[config.mk]
export PLATFORM = sky130hd
export DESIGN_NAME = load_store_unit_flat
export DESIGN_NICKNAME = d
export VERILOG_FILES = /design/src/rtl/load_store_unit_if.sv /design/src/rtl/load_store_unit.sv /design/src/flat_wrapper.sv
export SDC_FILE = /design/constraint.sdc
export NUM_CORES = 1
export LEC_CHECK = 0
export ABC_AREA = 1
export BUFFER_PORTS_ARGS = -buffer_cell sky130_fd_sc_hd__clkbuf_2
export CORE_MARGIN = 5
export CORE_UTILIZATION = 59
export CTS_BUF_LIST = sky130_fd_sc_hd__clkbuf_4
export DETAILED_ROUTE_END_ITERATION = 7
export GPL_ROUTABILITY_DRIVEN = 0
export GPL_TIMING_DRIVEN = 0
export PLACE_DENSITY = 0.95
export SLEW_MARGIN = 0
export SYNTH_ARGS = -nofsm -noshare
export SYNTH_HDL_FRONTEND = slang
export SYNTH_SLANG_ARGS = --single-unit
[constraint.sdc]
create_clock -name clk -period 8.9 [get_ports clk]
set_clock_uncertainty 0.15 [all_clocks]
set_input_delay 1.78 -clock clk [delete_from_list [all_inputs] [get_ports clk]]
set_output_delay 1.78 -clock clk [all_outputs]
set_load 0.02 [all_outputs]
[src/rtl/load_store_unit_if.sv]
// Data-memory bus between the load/store unit and memory.
// The LSU owns the request side; memory answers with ready and read data.
`timescale 1ns/1ps
interface load_store_unit_if;
  logic        mem_req;
  logic        mem_we;
  logic [31:0] mem_addr;
  logic [31:0] mem_wdata;
  logic [3:0]  mem_wstrb;
  logic        mem_ready;
  logic [31:0] mem_rdata;

  modport master (
    output mem_req, mem_we, mem_addr, mem_wdata, mem_wstrb,
    input  mem_ready, mem_rdata
  );

  modport slave (
    input  mem_req, mem_we, mem_addr, mem_wdata, mem_wstrb,
    output mem_ready, mem_rdata
  );
endinterface

[src/rtl/load_store_unit.sv]
// Execute-to-memory stage: turns the ALU result into a data-memory access,
// stalls the core while the access is outstanding, formats store lanes and
// strobes, and returns extended load data. Rejections and timeouts surface
// as flags during the single DONE cycle.
`timescale 1ns/1ps
module load_store_unit #(
  parameter int unsigned TIMEOUT_CYCLES = 16
) (
  input  logic        clk,
  input  logic        rst,
  input  logic        ld_en,
  input  logic        st_en,
  input  logic [2:0]  funct3,
  input  logic [31:0] addr,
  input  logic [31:0] wdata,
  output logic        stall,
  output logic [31:0] rdata,
  output logic        done,
  output logic        misalign,
  output logic        bus_err,
  load_store_unit_if.master bus
);

  typedef enum logic [1:0] {IDLE, REQ, DONE} state_t;

  state_t      state, state_next;
  logic [31:0] timer;
  logic        is_load_q;
  logic [2:0]  funct3_q;
  logic [1:0]  lane_q;
  logic        misalign_q;
  logic        bus_err_q;

  logic        access_req;
  logic        legal_f3;
  logic        aligned;
  logic        access_ok;
  logic        timer_expire;
  logic [31:0] st_data;
  logic [3:0]  st_strb;
  logic [7:0]  byte_sel;
  logic [15:0] half_sel;
  logic [31:0] load_fmt;

  // Decode the instruction in execute: legality, alignment and store lanes
  always_comb begin
    access_req = ld_en | st_en;
    if (ld_en)
      legal_f3 = (funct3 == 3'b000) || (funct3 == 3'b001) || (funct3 == 3'b010) ||
                 (funct3 == 3'b100) || (funct3 == 3'b101);
    else
      legal_f3 = (funct3 == 3'b000) || (funct3 == 3'b001) || (funct3 == 3'b010);
    case (funct3[1:0])
      2'b01:   aligned = (addr[0] == 1'b0);
      2'b10:   aligned = (addr[1:0] == 2'b00);
      default: aligned = 1'b1;
    endcase
    access_ok = legal_f3 && aligned;
    case (funct3[1:0])
      2'b00: begin
        st_data = {4{wdata[7:0]}};
        st_strb = 4'b0001 << addr[1:0];
      end
      2'b01: begin
        st_data = {2{wdata[15:0]}};
        st_strb = addr[1] ? 4'b1100 : 4'b0011;
      end
      default: begin
        st_data = wdata;
        st_strb = 4'b1111;
      end
    endcase
    timer_expire = (TIMEOUT_CYCLES != 0) && (timer == TIMEOUT_CYCLES - 1);
  end

  // Pick the addressed lane out of the returned word and extend it
  always_comb begin
    byte_sel = bus.mem_rdata[{lane_q, 3'b000} +: 8];
    half_sel = lane_q[1] ? bus.mem_rdata[31:16] : bus.mem_rdata[15:0];
    case (funct3_q[1:0])
      2'b00:   load_fmt = funct3_q[2] ? {24'b0, byte_sel} : {{24{byte_sel[7]}}, byte_sel};
      2'b01:   load_fmt = funct3_q[2] ? {16'b0, half_sel} : {{16{half_sel[15]}}, half_sel};
      default: load_fmt = bus.mem_rdata;
    endcase
  end

  // FSM state register
  always_ff @(posedge clk or posedge rst) begin
    if (rst) state <= IDLE;
    else     state <= state_next;
  end

  // FSM next state; ready beats a timer expiring in the same cycle
  always_comb begin
    state_next = state;
    case (state)
      IDLE: if (access_req) state_next = access_ok ? REQ : DONE;
      REQ:  if (bus.mem_ready || timer_expire) state_next = DONE;
      DONE: state_next = IDLE;
      default: state_next = IDLE;
    endcase
  end

  // FSM outputs; the request drops as soon as the state leaves REQ
  always_comb begin
    stall       = ((state == IDLE) && access_req) || (state == REQ);
    done        = (state == DONE);
    misalign    = (state == DONE) && misalign_q;
    bus_err     = (state == DONE) && bus_err_q;
    bus.mem_req = (state == REQ);
  end

  // Latch the bus transaction on accept, count REQ cycles, capture load data
  always_ff @(posedge clk or posedge rst) begin
    if (rst) begin
      timer         <= '0;
      is_load_q     <= 1'b0;
      funct3_q      <= '0;
      lane_q        <= '0;
      misalign_q    <= 1'b0;
      bus_err_q     <= 1'b0;
      rdata         <= '0;
      bus.mem_we    <= 1'b0;
      bus.mem_addr  <= '0;
      bus.mem_wdata <= '0;
      bus.mem_wstrb <= '0;
    end else begin
      case (state)
        IDLE: begin
          if (access_req) begin
            is_load_q  <= ld_en;
            funct3_q   <= funct3;
            lane_q     <= addr[1:0];
            timer      <= '0;
            misalign_q <= !access_ok;
            bus_err_q  <= 1'b0;
            if (access_ok) begin
              bus.mem_addr  <= {addr[31:2], 2'b00};
              bus.mem_we    <= !ld_en;
              bus.mem_wdata <= ld_en ? 32'h0 : st_data;
              bus.mem_wstrb <= ld_en ? 4'b0000 : st_strb;
            end else if (ld_en) begin
              rdata <= '0;
            end
          end
        end
        REQ: begin
          timer <= timer + 32'd1;
          if (bus.mem_ready) begin
            if (is_load_q) rdata <= load_fmt;
          end else if (timer_expire) begin
            bus_err_q <= 1'b1;
            if (is_load_q) rdata <= '0;
          end
        end
        default: ;
      endcase
    end
  end

endmodule

[src/flat_wrapper.sv]
// flat-port wrapper written by rule: the top's interface ports become plain ports
module load_store_unit_flat 
#(
  parameter int unsigned TIMEOUT_CYCLES = 16
)
  (clk, rst, ld_en, st_en, funct3, addr, wdata, stall, rdata, done, misalign, bus_err, bus_mem_req, bus_mem_we, bus_mem_addr, bus_mem_wdata, bus_mem_wstrb, bus_mem_ready, bus_mem_rdata);
  load_store_unit_if bus_i ();
  input  logic clk;
  input  logic rst;
  input  logic ld_en;
  input  logic st_en;
  input  logic [2:0] funct3;
  input  logic [31:0] addr;
  input  logic [31:0] wdata;
  output logic stall;
  output logic [31:0] rdata;
  output logic done;
  output logic misalign;
  output logic bus_err;
  output wire logic [$bits(bus_i.mem_req)-1:0] bus_mem_req;
  output wire logic [$bits(bus_i.mem_we)-1:0] bus_mem_we;
  output wire logic [$bits(bus_i.mem_addr)-1:0] bus_mem_addr;
  output wire logic [$bits(bus_i.mem_wdata)-1:0] bus_mem_wdata;
  output wire logic [$bits(bus_i.mem_wstrb)-1:0] bus_mem_wstrb;
  input wire logic [$bits(bus_i.mem_ready)-1:0] bus_mem_ready;
  input wire logic [$bits(bus_i.mem_rdata)-1:0] bus_mem_rdata;
  assign bus_mem_req = bus_i.mem_req;
  assign bus_mem_we = bus_i.mem_we;
  assign bus_mem_addr = bus_i.mem_addr;
  assign bus_mem_wdata = bus_i.mem_wdata;
  assign bus_mem_wstrb = bus_i.mem_wstrb;
  assign bus_i.mem_ready = bus_mem_ready;
  assign bus_i.mem_rdata = bus_mem_rdata;
  load_store_unit #(.TIMEOUT_CYCLES(TIMEOUT_CYCLES)) u_core (.clk(clk), .rst(rst), .ld_en(ld_en), .st_en(st_en), .funct3(funct3), .addr(addr), .wdata(wdata), .stall(stall), .rdata(rdata), .done(done), .misalign(misalign), .bus_err(bus_err), .bus(bus_i));
endmodule
==> impl_metrics.env <==
export IMPL_r2r_start="u_core.state[1]"
export IMPL_slew_violations=0
export IMPL_p_seq_share_pct=38.7
export IMPL_cp_end_kind="output pin"
export IMPL_grt_pass1_vias=7680
export IMPL_cap_violations=0
export IMPL_via_per_inst=5.34
export IMPL_regToRegSetupSlack_ns=6.71
export IMPL_core_area_um2=12600
export IMPL_tritoncts="built"
export IMPL_dieArea_um2=15100
export IMPL_cts_buffers=17
export IMPL_fmax_ghz=0.192
export IMPL_clkLatencyLatePin_ns=0.56
export IMPL_startpoint_type="input pin"
export IMPL_cp_top_family="buffers and inverters"
export IMPL_cts_path_max_buffers=2
export IMPL_crit_slowest_cell="buf_2"
export IMPL_clk_pin_slew_worst_paths_ns=0.10
export IMPL_antenna_found_initial=1
export IMPL_rsz0062_at_grt="no"
export IMPL_drt_iter0_drc=600
export IMPL_overflow=0
export IMPL_drive_above_1_share_pct=21.4
export IMPL_required_ns=6.97
export IMPL_final_common_cell="nand2_1"
export IMPL_die_y_um=123
export IMPL_p_total_mw=2.43
export IMPL_r2r_cells=11
export IMPL_ys_ff_latch=141
export IMPL_pwr_share_comb_pct=43.1
export IMPL_ys_seq_area_share_pct=46.8
export IMPL_power_leakage_nw=4.92
export IMPL_worstHoldStart="u_core.rdata[7]"
export IMPL_switchingPower_mw=1.09
export IMPL_crit_type="input pin to output pin"
export IMPL_grt_start_max_net_pins=100
export IMPL_cts_sinks=141
export IMPL_antenna_left=0
export IMPL_startpoint="ld_en"
export IMPL_placementRows=41
export IMPL_ios=210
export IMPL_netlist_cell_type_count=31
export IMPL_avgSynthCellArea_um2=7.02
export IMPL_vias=7934
export IMPL_ir_drop_mv=0.268
export IMPL_cts_root_buf="clkbuf_4"
export IMPL_dieWidth_um=123
export IMPL_hold_violations=0
export IMPL_io_buffers=206
export IMPL_setup_tns_ns=0
export IMPL_worstHoldPathType="flip-flop to flip-flop"
export IMPL_syn_inst=1074
export IMPL_path_cells="buf_2, inv_2, a21oi_2, inv_1, nand2_1, buf_2, clkbuf_2"
export IMPL_path_common_cell="buf_2"
export IMPL_post_drt_wl_per_cell_um=15.0
export IMPL_syn_to_final_growth_pct=21.0
export IMPL_max_slew_margin_pct=54.5
export IMPL_tightest_slew_ns=0.678
export IMPL_cts_hold_buf=0
export IMPL_synth_top_cells_by_area="dfrtp_1 47%, nand2_1 19%, inv_1 6.2%"
export IMPL_ctsHtreeMaxLevel=4
export IMPL_cp_depth=7
export IMPL_path_max_fanout=10
export IMPL_final_cell_mix="384 x nand2_1, 206 x clkbuf_2, 141 x dfrtp_1"
export IMPL_intPower_mw=1.34
export IMPL_pwr_density_cell_nw_per_um2=266
export IMPL_fin_crit_sh_pct=58.4
export IMPL_start_util_pct=60.0
export IMPL_cpPeakStageDelay_ns=0.30
export IMPL_crit_buf_inv=5
export IMPL_p_sw_share_pct=44.9
export IMPL_final_min_clock_period_ns=5.20
export IMPL_drtPass1Iterations=5
export IMPL_synth_top_cell_area_share_pct=46.8
export IMPL_synth_area_um2=7540
export IMPL_finalNetCount=1409
export IMPL_yosysWarnings=0
export IMPL_arrival_ns=3.27
export IMPL_status="completed"
export IMPL_routed_wl_um=22300
export IMPL_postCtsSetupRepairBufs=0
export IMPL_yosys_area_top_type="dfrtp_1"
export IMPL_grt_usage_pct=30.0
export IMPL_pwr_share_clk_pct=18.2
export IMPL_grt_pass1_wl_um=35700
export IMPL_drc_errors=0
export IMPL_cts_resized=0
export IMPL_setup_viol=0
export IMPL_holdPathStages=2
export IMPL_dp_hpwl_um=17100
-- cell families after synthesis --
kind of cell	share of synthesized area [%]
compound gates	10.4
xor+xnor	0.348
fa+ha+maj	0.664
buf+inv	9.62
flops	46.8
other cells	0.0497
simple gates	32.1
-- per-layer routing --
metal  routed length, um  GRT usage, %  up-vias
li1                    -             -     3800
met1                8420          36.2     3616
met2               10800          50.2      434
met3                2160          9.61       84
met4                 888          12.2        0
met5                   0             0        -
-- tightest hold or removal path, stage by stage, from the launching register on --
cell	delay, ns
dfrtp_1	0.36
nand2_1	0.06
nand2_1	0.05
-- final timing paths --
kind | end
worst min register to register | u_core.rdata[7]
worst max-delay path | stall
max in group asynchronous | u_core.rdata[30]
worst min-delay path | u_core.rdata[7]
min in group asynchronous | u_core.rdata[6]
worst max register to register | u_core.rdata[15]
-- sequential cells by signal, summed over array words and instances, names as in the netlist --
name / count
u_core.lane_q: 2
u_core.rdata: 32
u_core.bus.mem_addr: 30
u_core.is_load_q: 1
u_core.state: 2
u_core.misalign_q: 1
u_core.timer: 32
u_core.funct3_q: 3
u_core.bus.mem_we: 1
u_core.bus.mem_wstrb: 4
u_core.bus.mem_wdata: 32
u_core.bus_err_q: 1
-- cell usage after synthesis, drive strengths merged --
master / n
a22o: 1
o22ai: 4
nand2: 387
a2bb2oi: 1
ha: 4
nand3: 60
clkinv: 1
xor2: 3
a21oi: 33
nor3: 35
o21ai: 108
buf: 29
dfrtp: 141
nand4: 2
clkbuf: 16
or2: 1
inv: 128
nor2: 117
o211ai: 1
o211a: 1
conb: 1
-- through the flow --
stage	setup WS (ns)	utilization (%)	hold slack (ns)	area (um2)	std cells
floorplan	3.19	-	0.321	7550	1075
global placement	1.75	70.0	0.307	8790	1453
detailed placement	3.76	70.2	0.310	8820	1454
CTS	3.74	72.6	0.336	9120	1485
global route	3.62	72.6	0.356	9120	1486
finish	3.70	72.6	0.330	9120	1486
-- power by group through the flow --
| stage | Combinational, mW | Clock [mW] | Sequential (mW) |
|---|---|---|---|
| floorplan | 0.464 | 0 | 1.13 |
| global placement | 1.00 | 0 | 0.934 |
| detailed placement | 1.04 | 0 | 0.940 |
| CTS | 1.04 | 0.443 | 0.935 |
| global route | 1.14 | 0.473 | 0.959 |
| finish | 1.05 | 0.442 | 0.938 |
-- layout make-up --
class,instances,area [um2]
tap,172,215
inverter,129,489
buffer,45,241
antenna,1,2.50
sequential,141,3530
clock inverter,14,169
clock buffer,17,128
fill,941,3440
timing repair buffer,207,1060
multi-input combinational,760,3290
(Power assumes the default switching activity.)
